===== config.mk =====
export PLATFORM = sky130hd
export DESIGN_NAME = imm_encoder
export DESIGN_NICKNAME = d
export VERILOG_FILES = /design/src/rtl/riscv_pkg.sv /design/src/rtl/imm_pack.sv /design/src/rtl/imm_encoder.sv
export SDC_FILE = /design/constraint.sdc
export NUM_CORES = 1
export LEC_CHECK = 0
export ABC_CLOCK_PERIOD_IN_PS = 3000
export CORE_MARGIN = 4
export CORE_UTILIZATION = 49
export DETAILED_ROUTE_END_ITERATION = 8
export MAX_ROUTING_LAYER = met4
export PLACE_DENSITY = 0.79
export SLEW_MARGIN = 20
export SYNTH_ARGS = -nofsm -noshare
export SYNTH_HDL_FRONTEND = slang
export SYNTH_HIERARCHICAL = 1
export SYNTH_SLANG_ARGS = --single-unit

===== constraint.sdc =====
create_clock -name clk -period 3 [get_ports clk]
set_clock_uncertainty 0.05 [all_clocks]
set_input_delay 0.45 -clock clk [delete_from_list [all_inputs] [get_ports clk]]
set_output_delay 0.45 -clock clk [all_outputs]
set_load 0.02 [all_outputs]

===== src/rtl/riscv_pkg.sv =====
// ---------------------------------------------------------------------------
// riscv_pkg : RV32I opcode constants and instruction format classes
// Rev 1.0   : initial release
// ---------------------------------------------------------------------------
`default_nettype none

package riscv_pkg;

    localparam logic [6:0] OP_IMM    = 7'b0010011;
    localparam logic [6:0] OP_LOAD   = 7'b0000011;
    localparam logic [6:0] OP_JALR   = 7'b1100111;
    localparam logic [6:0] OP_STORE  = 7'b0100011;
    localparam logic [6:0] OP_LUI    = 7'b0110111;
    localparam logic [6:0] OP_AUIPC  = 7'b0010111;
    localparam logic [6:0] OP_JAL    = 7'b1101111;
    localparam logic [6:0] OP_BRANCH = 7'b1100011;
    localparam logic [6:0] OP_REG    = 7'b0110011;

    typedef enum logic [2:0] {
        FMT_I   = 3'd0,
        FMT_S   = 3'd1,
        FMT_U   = 3'd2,
        FMT_J   = 3'd3,
        FMT_B   = 3'd4,
        FMT_R   = 3'd5,
        FMT_BAD = 3'd6
    } fmt_e;

    function automatic fmt_e classify(input logic [6:0] opcode);
        fmt_e fmt;
        case (opcode)
            OP_IMM, OP_LOAD, OP_JALR: fmt = FMT_I;
            OP_STORE:                 fmt = FMT_S;
            OP_LUI, OP_AUIPC:         fmt = FMT_U;
            OP_JAL:                   fmt = FMT_J;
            OP_BRANCH:                fmt = FMT_B;
            OP_REG:                   fmt = FMT_R;
            default:                  fmt = FMT_BAD;
        endcase
        return fmt;
    endfunction

endpackage

`default_nettype wire


===== src/rtl/imm_pack.sv =====
// ---------------------------------------------------------------------------
// imm_pack : combinational RV32I field/immediate packer with optional range
//            check (enabled by IMM_ENCODER_RANGE_CHECK_EN)
// Rev 1.0  : initial release
// ---------------------------------------------------------------------------
`default_nettype none

module imm_pack
    import riscv_pkg::*;
(
    input  fmt_e        fmt,
    input  logic [6:0]  opcode,
    input  logic [4:0]  rd,
    input  logic [2:0]  funct3,
    input  logic [4:0]  rs1,
    input  logic [4:0]  rs2,
    input  logic [6:0]  funct7,
    input  logic [31:0] imm,
    output logic [31:0] instr,
    output logic        err
);

`ifdef IMM_ENCODER_RANGE_CHECK_EN
    logic range_i_s_bad;
    logic range_b_bad;
    logic range_j_bad;
    logic range_u_bad;

    // A value fits when every bit above the field's sign bit matches it.
    assign range_i_s_bad = !((&imm[31:11]) || !(|imm[31:11]));
    assign range_b_bad   = !((&imm[31:12]) || !(|imm[31:12])) || imm[0];
    assign range_j_bad   = !((&imm[31:20]) || !(|imm[31:20])) || imm[0];
    assign range_u_bad   = |imm[11:0];
`endif

    always_comb begin
        instr = 32'd0;
        err   = 1'b0;
        case (fmt)
            FMT_I: instr = {imm[11:0], rs1, funct3, rd, opcode};
            FMT_S: instr = {imm[11:5], rs2, rs1, funct3, imm[4:0], opcode};
            FMT_U: instr = {imm[31:12], rd, opcode};
            FMT_B: instr = {imm[12], imm[10:5], rs2, rs1, funct3,
                            imm[4:1], imm[11], opcode};
            FMT_J: instr = {imm[20], imm[10:1], imm[11], imm[19:12], rd, opcode};
            FMT_R: instr = {funct7, rs2, rs1, funct3, rd, opcode};
            default: begin
                instr = 32'd0;
                err   = 1'b1;
            end
        endcase
`ifdef IMM_ENCODER_RANGE_CHECK_EN
        case (fmt)
            FMT_I, FMT_S: err = range_i_s_bad;
            FMT_B:        err = range_b_bad;
            FMT_J:        err = range_j_bad;
            FMT_U:        err = range_u_bad;
            default:      ;
        endcase
`endif
    end

endmodule

`default_nettype wire


===== src/rtl/imm_encoder.sv =====
// ---------------------------------------------------------------------------
// imm_encoder : 2-stage valid/ready RV32I instruction encoder with saturating
//               error counter; range checking under IMM_ENCODER_RANGE_CHECK_EN
// Rev 1.0     : initial release
// ---------------------------------------------------------------------------
`default_nettype none

module imm_encoder
    import riscv_pkg::*;
#(
    parameter int ERR_CNT_W = 8
) (
    input  logic                 clk,
    input  logic                 rst,
    input  logic                 in_valid,
    output logic                 in_ready,
    input  logic [6:0]           in_opcode,
    input  logic [4:0]           in_rd,
    input  logic [2:0]           in_funct3,
    input  logic [4:0]           in_rs1,
    input  logic [4:0]           in_rs2,
    input  logic [6:0]           in_funct7,
    input  logic [31:0]          in_imm,
    output logic                 out_valid,
    input  logic                 out_ready,
    output logic [31:0]          out_instr,
    output logic                 out_err,
    output logic [ERR_CNT_W-1:0] err_count
);

    logic        s1_valid;
    logic        s2_valid;
    fmt_e        s1_fmt;
    logic [6:0]  s1_opcode;
    logic [4:0]  s1_rd;
    logic [2:0]  s1_funct3;
    logic [4:0]  s1_rs1;
    logic [4:0]  s1_rs2;
    logic [6:0]  s1_funct7;
    logic [31:0] s1_imm;
    logic        advance;
    logic [31:0] pack_instr;
    logic        pack_err;

    assign advance   = !s2_valid || out_ready;
    assign in_ready  = !s1_valid || advance;
    assign out_valid = s2_valid;

    imm_pack u_pack (
        .fmt    (s1_fmt),
        .opcode (s1_opcode),
        .rd     (s1_rd),
        .funct3 (s1_funct3),
        .rs1    (s1_rs1),
        .rs2    (s1_rs2),
        .funct7 (s1_funct7),
        .imm    (s1_imm),
        .instr  (pack_instr),
        .err    (pack_err)
    );

    always_ff @(posedge clk) begin
        if (rst) begin
            s1_valid  <= 1'b0;
            s2_valid  <= 1'b0;
            out_instr <= 32'd0;
            out_err   <= 1'b0;
            err_count <= '0;
        end else begin
            if (in_ready) begin
                s1_valid <= in_valid;
            end
            if (advance) begin
                s2_valid <= s1_valid;
                if (s1_valid) begin
                    out_instr <= pack_instr;
                    out_err   <= pack_err;
                end
            end
            if (s2_valid && out_ready && out_err && (err_count != '1)) begin
                err_count <= err_count + {{(ERR_CNT_W-1){1'b0}}, 1'b1};
            end
        end
    end

    // Payload registers only matter while s1_valid is set, so they skip reset.
    always_ff @(posedge clk) begin
        if (in_ready && in_valid) begin
            s1_fmt    <= classify(in_opcode);
            s1_opcode <= in_opcode;
            s1_rd     <= in_rd;
            s1_funct3 <= in_funct3;
            s1_rs1    <= in_rs1;
            s1_rs2    <= in_rs2;
            s1_funct7 <= in_funct7;
            s1_imm    <= in_imm;
        end
    end

endmodule

`default_nettype wire


==> metrics.md <==
| Metric | Value |
|---|---|
| Status | `complete, no violations` |
| All-Layer GR Usage | `a little under a fifth` |
| Vias per cell | `5.28` |
| Avg Inst Size Synth | `roughly 11 sq um` |
| Register area share after synthesis | `62.7%` |
| Antenna violations before repair | `0` |
| Post-CTS Resized | `0` |
| CTS tree | `built` |
| Clock Latency Late Sink | `between 300 and 400 ps` |
| Dpl ws | `715 ps` |
| Syn. warnings | `6` |
| Starting DRT DRC Count | `approximately 180` |
| Pin count of the biggest net entering global routing | `roughly 70` |
| Maximum clock frequency | `439 MHz` |
| Fin crit period | `between 2000 and 2500 ps` |
| Worst endpoint data arrival time | `~1800 ps` |
| Cts bufs inserted | `9` |
| Post-synth top area share | `between 40% and 50%` |
| Core box area | `just over 9000 sq um` |
| Nets@finish | `between 500 and 600` |
| Port bufs | `110` |
| Vias | `3313` |
| Area of the die | `about 11000 sq um` |
| Synthesized Nets | `476` |
| Vias in the first global route | `between 3000 and 4000` |
| Worst-case clock buffer depth | `2` |
| Gr ovfl total | `0` |
| DRT antenna net count | `0` |
| Commonest cells in the netlist | `nand2_1, edfxtp_1, a21oi_1, dfxtp_1, nor2b_1` |
| Max_cap viols | `0` |
| Worst setup margin | `around 720 ps` |
| Cells taking the most area after synthesis | `edfxtp_1, dfxtp_1, nand2_1, a21oi_1, nor2b_1` |
| P_leak | `between 2 and 2.5 nW` |
| Most frequent cell after synthesis | `nand2_1` |
| Grt peak-use layer | `met2` |
| CP Launch Type | `input port` |
| GR Util met3 | `3.83%` |
| # setup viols final | `0` |
| Most common flop cell mapped by yosys | `edfxtp_1` |
| Num ports | `around 110` |
| GP Congestion | `0.813` |
| Gate Count Post-Synth | `between 400 and 500` |
| Fin crit share | `around three quarters` |
| Worst vdd ir | `~0.33 mV` |
| Avg WL per Cell | `approximately 16 um` |
| WP data required | `2500 ps` |
| Die Span Y | `about 100 um` |
| Detailed Place HPWL | `around 6900 um` |
| Share of synthesized registers carrying an async set or reset | `0%` |
| Post-CTS Hold Buffers | `0` |
| Die X-Extent | `~100 um` |
| Cell Rows | `35` |
| Top cell type by total area after synthesis | `edfxtp_1` |
| Post-synth EDFFs | `67` |
| Layout area overhead | `29.1%` |
| First-pass GRT wire length | `16100 um` |
| # clock sinks | `110` |
| Layout cell share with drive strength beyond 1 | `approximately 8.7%` |
| Post-synthesis cell area | `between 4000 and 5000 sq um` |
| Final slew viol count | `0` |
| Final Hold Fails | `0` |
| Unique masters post-synth | `50` |
| Slew headroom | `a little over two fifths` |
| Hold Slack | `between 400 and 500 ps` |
| Initial Util | `50.0%` |
| CTS clk-pin slew, worst paths | `roughly 90 ps` |
| Drc violations | `0` |
| Number of diodes | `0` |
| RSZ-0062 raised after global routing | `no` |
| H-Tree Depth | `3` |
| Pwr/cell area | `487 nW/um^2` |
| Critical path endpoint category | `primary output` |
| Setup Fix Bufs, Post-CTS | `0` |
| Root buf cell | `clkbuf_8` |
| Hold/Removal Path Class | `flop to flop` |
| Drt first pass iters | `4` |
| CP max FO | `5` |
| Crit path kind | `input port to primary output` |
| Setup TNS | `0 ps` |
| M1 GR Usage | `22.7%` |
| FF+latch count, synth | `between 100 and 150` |
| Routed wire length | `10000 um` |
| Slew @ Worst Pin | `around 850 ps` |
| Met2 usage | `approximately a third` |
[power by group]
group	switching, W	internal [W]
clock network	0.000501	0.000394
logic	0.000133	0.000149
registers	0.0000302	0.00167
[per-layer routing]
metal	share of wire [%]	vias up	wire (um)
li1	-	1649	-
met1	42	1531	4220
met2	51	125	5110
met3	5.9	8	594
met4	1.2	0	121
met5	0	-	0
[registers in the layout (all words and copies together) (netlist names)]
register   flops
s1_imm        32
s1_rs2         5
out_err        1
out_valid      1
err_count      8
s1_funct3      3
s1_funct7      7
s1_opcode      7
s1_valid       1
out_instr     32
s1_rs1         5
s1_rd          5
s1_fmt         3
[worst max-delay path, cell delays in order]
cell and delay (ps):
clkdlybuf4s50_1 560, nor2b_4 70, nand2_1 90, clkdlybuf4s50_1 600
[per-stage QoR]
stage	power (W)	area, sq um	util [%]	cells
after global routing	0.00300	5910	64.6	627
after global placement	0.00201	5720	62.5	611
after CTS	0.00290	5910	64.6	627
final	0.00288	5910	64.6	627
after floorplan	0.00188	4580	-	407
after detailed placement	0.00202	5720	62.5	611
[cells by family after synthesis]
logic type | after synthesis | share of synthesized area (%)
adder cells (fa/ha/maj) | 1 | 0.273
AO/OA/AOI/OAI | 92 | 12.8
buffers and inverters | 34 | 4.56
AND/OR/NAND/NOR | 162 | 17.9
multiplexers | 6 | 1.37
XOR/XNOR | 2 | 0.382
flip-flops | 110 | 62.7
[area by class of cell]
| type | count | area, sq um |
|---|---|---|
| inverters | 9 | 33.8 |
| flip-flops and latches | 110 | 2870 |
| well taps | 111 | 139 |
| multi-input cells | 263 | 1500 |
| clock buffers | 10 | 128 |
| repair buffers | 118 | 1170 |
| fillers | 730 | 3240 |
| clock inverters | 6 | 70.1 |
[worst paths after layout]
kind	start	end	slack (ps)	cells after the start
setup / recovery	out_ready	in_ready	720	4
hold / removal	out_instr[11]$_SDFFE_PP0P_	out_instr[11]$_SDFFE_PP0P_	410	2
setup reg to reg	s1_fmt[0]$_DFFE_PP_	out_instr[30]$_SDFFE_PP0P_	1000	6
hold reg to reg	out_instr[11]$_SDFFE_PP0P_	out_instr[11]$_SDFFE_PP0P_	410	2
[cells in the final DEF (no fill, tap or decap), types with 6 or more instances in the layout]
cell type / Yosys / routed
clkdlybuf4s50_1: 0 / 109
nand2_1: 82 / 82
edfxtp_1: 67 / 67
a21oi_1: 43 / 43
dfxtp_1: 43 / 43
nor2b_1: 14 / 13
nor2_1: 12 / 12
o21ai_0: 11 / 11
clkbuf_8: 0 / 9
inv_1: 9 / 9
nand2b_1: 8 / 8
and2_1: 9 / 8
nand3_1: 7 / 7
a31oi_1: 7 / 7
buf_4: 4 / 7
nand3b_1: 6 / 6
a22oi_1: 6 / 6
o22ai_1: 6 / 6
Power figures use the tool's default switching activity.
